--- src/rtl/alarm_pkg.sv ---
// Shared definitions for the alarm controller: state encoding and time-of-day limits.
package alarm_pkg;

  typedef enum logic [1:0] {
    OFF     = 2'd0,
    ARMED   = 2'd1,
    RINGING = 2'd2,
    SNOOZE  = 2'd3
  } alarm_state_t;

  localparam int SEC_PER_MIN = 60;
  localparam int HOUR_MAX    = 23;
  localparam int MIN_MAX     = 59;

  localparam int RING_CNT_W  = 6;
  localparam int SNZ_CNT_W   = 10;

endpackage

--- src/rtl/alarm_ctrl_tick_counter.sv ---
// Loadable down-counter advanced by the one-second tick; stops at zero.
module tick_counter #(
  parameter int W = 10
) (
  input  logic         clk,
  input  logic         rst_n,
  input  logic         clr,
  input  logic         load,
  input  logic [W-1:0] load_val,
  input  logic         tick,
  output logic         zero,
  output logic         last
);

  logic [W-1:0] cnt;

  always_ff @(posedge clk or negedge rst_n) begin
    if (!rst_n) begin
      cnt <= '0;
    end else if (clr) begin
      cnt <= '0;
    end else if (load) begin
      cnt <= load_val;
    end else if (tick && (cnt != '0)) begin
      cnt <= cnt - 1'b1;
    end
  end

  assign zero = (cnt == '0);
  // last marks the value that the next tick will take to zero
  assign last = (cnt == W'(1));

endmodule

--- src/rtl/alarm_ctrl.sv ---
// Alarm controller: trigger on time match, ring with timeout, bounded snooze, stop.
module alarm_ctrl
  import alarm_pkg::*;
#(
  parameter int RING_SECS  = 60,
  parameter int SNOOZE_MIN = 5,
  parameter int MAX_SNOOZE = 3
) (
  input  logic       clk,
  input  logic       rst_n,
  input  logic       sec_tick,
  input  logic [5:0] cur_hour,
  input  logic [5:0] cur_min,
  input  logic [5:0] cur_sec,
  input  logic [5:0] limit_hour,
  input  logic [5:0] limit_min,
  input  logic       alarm_en,
  input  logic       stop_pulse,
  input  logic       snooze_pulse,
  output logic [1:0] state,
  output logic       ring,
  output logic       beep,
  output logic       missed,
  output logic [1:0] snooze_used
);

  localparam logic [RING_CNT_W-1:0] RING_LIMIT = RING_CNT_W'(RING_SECS);
  localparam logic [SNZ_CNT_W-1:0]  SNZ_LOAD   = SNZ_CNT_W'(SNOOZE_MIN * SEC_PER_MIN);
  localparam logic [1:0]            SNZ_MAX    = 2'(MAX_SNOOZE);

  alarm_state_t          st;
  logic [RING_CNT_W-1:0] ring_cnt;
  logic [RING_CNT_W-1:0] ring_nxt;
  logic                  match;
  logic                  snz_take;
  logic                  snz_tick;
  logic                  snz_zero;
  logic                  snz_last;
  logic                  snz_expire;

  assign ring_nxt = ring_cnt + 6'd1;

  // cur_sec==0 keeps a stopped alarm from re-firing later in the same minute
  assign match = sec_tick && (cur_hour == limit_hour) && (cur_min == limit_min)
                 && (cur_sec == 6'd0);

  assign snz_take = alarm_en && !stop_pulse && snooze_pulse && (st == RINGING)
                    && (snooze_used < SNZ_MAX);
  assign snz_tick = alarm_en && !stop_pulse && sec_tick && (st == SNOOZE) && !snz_zero;
  assign snz_expire = snz_tick && snz_last;

  tick_counter #(
    .W (SNZ_CNT_W)
  ) u_snooze_cnt (
    .clk      (clk),
    .rst_n    (rst_n),
    .clr      (!alarm_en),
    .load     (snz_take),
    .load_val (SNZ_LOAD),
    .tick     (snz_tick),
    .zero     (snz_zero),
    .last     (snz_last)
  );

  always_ff @(posedge clk or negedge rst_n) begin
    if (!rst_n) begin
      st          <= OFF;
      ring        <= 1'b0;
      beep        <= 1'b0;
      missed      <= 1'b0;
      snooze_used <= 2'd0;
      ring_cnt    <= '0;
    end else if (!alarm_en) begin
      st          <= OFF;
      ring        <= 1'b0;
      beep        <= 1'b0;
      missed      <= 1'b0;
      snooze_used <= 2'd0;
      ring_cnt    <= '0;
    end else begin
      if (stop_pulse) missed <= 1'b0;
      case (st)
        OFF: st <= ARMED;
        ARMED: begin
          if (!stop_pulse && match) begin
            st          <= RINGING;
            ring        <= 1'b1;
            beep        <= 1'b0;
            missed      <= 1'b0;
            snooze_used <= 2'd0;
            ring_cnt    <= '0;
          end
        end
        RINGING: begin
          if (stop_pulse) begin
            st          <= ARMED;
            ring        <= 1'b0;
            beep        <= 1'b0;
            snooze_used <= 2'd0;
          end else if (snz_take) begin
            st          <= SNOOZE;
            ring        <= 1'b0;
            beep        <= 1'b0;
            snooze_used <= snooze_used + 2'd1;
          end else if (sec_tick) begin
            if (ring_nxt == RING_LIMIT) begin
              st     <= ARMED;
              ring   <= 1'b0;
              beep   <= 1'b0;
              missed <= 1'b1;
            end else begin
              ring_cnt <= ring_nxt;
              beep     <= ~beep;
            end
          end
        end
        SNOOZE: begin
          if (stop_pulse) begin
            st          <= ARMED;
            snooze_used <= 2'd0;
          end else if (snz_expire) begin
            st       <= RINGING;
            ring     <= 1'b1;
            beep     <= 1'b0;
            ring_cnt <= '0;
          end
        end
      endcase
    end
  end

  assign state = st;

endmodule
--- config.mk ---
export PLATFORM = sky130hd
export DESIGN_NAME = alarm_ctrl
export DESIGN_NICKNAME = d
export VERILOG_FILES = /design/src/rtl/alarm_pkg.sv /design/src/rtl/alarm_ctrl_tick_counter.sv /design/src/rtl/alarm_ctrl.sv
export SDC_FILE = /design/constraint.sdc
export NUM_CORES = 1
export LEC_CHECK = 0
export ABC_AREA = 1
export CAP_MARGIN = 25
export CORE_ASPECT_RATIO = 0.75
export CORE_UTILIZATION = 56
export DETAILED_ROUTE_END_ITERATION = 10
export PLACE_DENSITY = 0.95
export SETUP_SLACK_MARGIN = 0.15
export SYNTH_ARGS = -nofsm -noshare
export SYNTH_HDL_FRONTEND = slang
export SYNTH_SLANG_ARGS = --single-unit
--- constraint.sdc ---
create_clock -name clk -period 2.9 [get_ports clk]
set_input_delay 0.435 -clock clk [delete_from_list [all_inputs] [get_ports clk]]
set_output_delay 0.435 -clock clk [all_outputs]
set_load 0.02 [all_outputs]
==> summary.txt <==
Critical path
  – RR Endpoint: ring_cnt[3]$_DFFE_PN0P_
  – Reg2reg path depth: 14
  – Worst setup EP type: flip-flop
  – CP Data Required Time: 3060 ps
  – Crit path kind: input port to flip-flop
  – Worst path arrival time: around 2200 ps
  – Worst Setup Start Kind: input port
  – R2r startpoint: state[0]$_DFFE_PN0P_
  – Reg2Reg Setup Slack: between 900 and 1000 ps
  – CP Max Fanout: 11

Global route
  – GR Util All Layers: just under 30%
  – Initial antenna violation count: 0
  – First-pass GRT wire length: between 8000 and 9000 um
  – Grt ovf: 0
  – Number of global-route vias before repair: between 1.5k and 2k
  – Largest net degree at the start of global routing: 24

Synth
  – Synth Area per Inst: 6.41 um2
  – Post-synthesis sequential area ratio: around 28%
  – Fraction of registers with async set/reset: between 90% and 100%
  – Netlist cell types: 33
  – Dominant cells by area after synthesis: dfrtp_1 28%, nand2_1 18%, nor2_1 9.9%
  – Cells after synthesis: between 300 and 400
  – Yosys reg bits: 23
  – Post-synth top cells: 96 x nand2_1, 54 x nor2_1, 49 x inv_1
  – Cell with the most instances after synthesis: nand2_1
  – Synth area leader: dfrtp_1
  – Yosys Warn Count: 0
  – Post-Syn Area: ~2000 um2
  – Syn Nets: 363
  – Top FF cell, synth: dfrtp_1
  – Top cell type's share of synthesized area: 28.2%
  – Number of flops mapped to enable cells by yosys: 0

Clocking
  – CTS clk-pin slew, worst paths: 80 ps
  – CTS root buf: clkbuf_8
  – Cts hold-fix bufs: 0
  – Clock sinks: 23
  – CTS Buffer Depth: 2
  – Number of buffers created by CTS: 3
  – Post-CTS sizing: 0
  – H-tree Lvls: 1
  – Worst-Skew Late Latency: around 260 ps
  – CTS tree: done
  – Post CTS Setup Buffer Count: 0

STA
  – Slew margin rel.: approximately 69%
  – Worst slew pin tran: 466 ps
  – Max Slew Vio Count: 0
  – Highest clock rate: between 400 and 500 MHz
  – Min Tclk post-route: 2080 ps
  – Period Utilization, post-route: a little under three quarters
  – Fin Setup TNS: 0 ps
  – Fin worst setup slack: 819 ps
  – Final worst clock skew: ~1.6 ps
  – Final Hold Viols: 0
  – RSZ-0062 raised after global routing: false
  – Setup violators final: 0

Place
  – Inst Count DP: between 300 and 400
  – GP Congestion: about 0.96
  – Dpl ws: between 500 and 600 ps
  – Placed cell area: around 2500 um2
  – Detailed-placement wirelength estimate: approximately 4100 um
  – IO buf count: 42

Route
  – Vias/cell: ~5.2
  – TritonRoute pass-1 iters: 5
  – Via Count: 2102
  – Wirelength per Cell: between 10 and 15 um
  – DRT antenna net count: 0
  – # DRC: 0
  – Initial drt markers: about 140
  – Total Routed Length: 4920 um

Min path
  – HP Start: ring$_DFFE_PN0P_
  – Hold Path Stages: 2
  – Hold Crit Class: flip-flop to flip-flop
  – Hold path endpoint: ring$_DFFE_PN0P_

Power
  – P_leak: roughly 1.3 nW
  – Worst VDD drop: 525 uV
  – Final Power: 0.00133 W
  – Cell Pwr Density: 524 nW/um2

Finish
  – Nets: just over 400
  – Layout cells sized above 1: 9.12%
  – ANT cells: 0
  – Final Cell Area: 2530 um2
  – Layout Area Growth over Synthesis: 24.2%
  – Fillcell total: between 200 and 300
  – Fin cells: around 400

Run status
  – Outcome: finished clean

Floorplanning
  – Die Ht: ~54 um
  – Initial Utilization: 60.4%
  – # IOs: 43
  – Die W: approximately 72 um
  – Core box area: ~3400 um2
  – FP Rows: 18
  – Die ar.: 3890 um2

Job
  – # Max-Cap Violations: 0
==> final cells by class <==
cell class | instances | area [um2] | area share [%]
Clock buffer | 3 | 41.3 | 1.63
Clock inverter | 1 | 5.00 | 0.198
Inverter | 55 | 213 | 8.40
Multi-Input combinational cell | 237 | 1220 | 48.2
Sequential cell | 23 | 576 | 22.7
Tap cell | 40 | 50.0 | 1.98
Timing Repair Buffer | 43 | 428 | 16.9
==> how the worst max path moves through the flow <==
stage | start | to | slack, ps | cells past startpoint
floorplan | state[0]$_DFFE_PN0P_ | ring_cnt[0]$_DFFE_PN0P_ | 1070 | 14
global placement | stop_pulse | snooze_used[1]$_DFFE_PN0P_ | 630 | 11
detailed placement | stop_pulse | snooze_used[1]$_DFFE_PN0P_ | 560 | 11
CTS | stop_pulse | snooze_used[0]$_DFFE_PN0P_ | 830 | 11
global route | stop_pulse | snooze_used[1]$_DFFE_PN0P_ | 610 | 11
finish | stop_pulse | snooze_used[0]$_DFFE_PN0P_ | 820 | 11
==> stage by stage <==
| step | hold WS [ps] | utilization, % |
|---|---|---|
| 3_3_place_gp | 469 | 73.6 |
| 4_1_cts | 490 | 75.0 |
| 6_report | 486 | 75.0 |
| 5_1_grt | 499 | 75.0 |
| 2_1_floorplan | 139 | - |
| 3_5_place_dp | 470 | 73.6 |
==> state kept, by name (all words and copies together) (netlist names) <==
signal	count
beep	1
ring_cnt	6
snooze_used	2
ring	1
missed	1
state	2
u_snooze_cnt.cnt	10
==> placed cells by master, fill, tap and decap left out, drive strengths merged <==
cell | Yosys | routed
nor2 | 59 | 59
xor2 | 3 | 3
clkdlybuf4s50 | 0 | 42
o22ai | 2 | 2
nand2 | 105 | 105
nand4 | 16 | 16
ha | 9 | 9
clkinv | 1 | 2
o21bai | 1 | 1
nand3b | 1 | 1
buf | 3 | 1
a22oi | 1 | 1
a21boi | 1 | 1
xnor2 | 2 | 2
inv | 54 | 54
o21ai | 15 | 15
dfrtp | 23 | 23
clkbuf | 0 | 3
a21oi | 7 | 7
nand3 | 9 | 9
or2 | 1 | 1
o31ai | 1 | 1
nor3 | 4 | 4
==> critical path, stage by stage <==
cell,delay [ps]
clkdlybuf4s50_1,440
clkinv_2,130
nand2_2,100
nor2_1,120
nand3b_1,100
nor2_1,110
nand2_1,110
a21oi_2,420
nand2_1,140
nand2_1,90
nand2_1,40
==> routing by layer <==
metal / vias up / wire, um / track usage (%)
met3: 6 / 303 / 5.34
met1: 936 / 2300 / 37.8
met2: 80 / 2260 / 51.6
met5: - / 0 / 0
met4: 0 / 44 / 6.21
li1: 1080 / - / -
==> where the power goes <==
group          internal [W]  switching [W]
registers          0.000380      0.0000627
clock network     0.0000959       0.000104
logic              0.000266       0.000419
total              0.000742       0.000586
==> kinds of logic (layout without fill, tap and decap cells) <==
| kind of cell | after synthesis | count (layout) | synth area share (%) |
|---|---|---|---|
| AO/OA/AOI/OAI | 28 | 28 | 8.53 |
| flip-flops | 23 | 23 | 28.2 |
| buffers and inverters | 58 | 102 | 11.9 |
| adder cells (fa/ha/maj) | 9 | 9 | 5.52 |
| XOR/XNOR | 5 | 5 | 2.15 |
| AND/OR/NAND/NOR | 195 | 195 | 43.7 |
(Power assumes the default switching activity.)
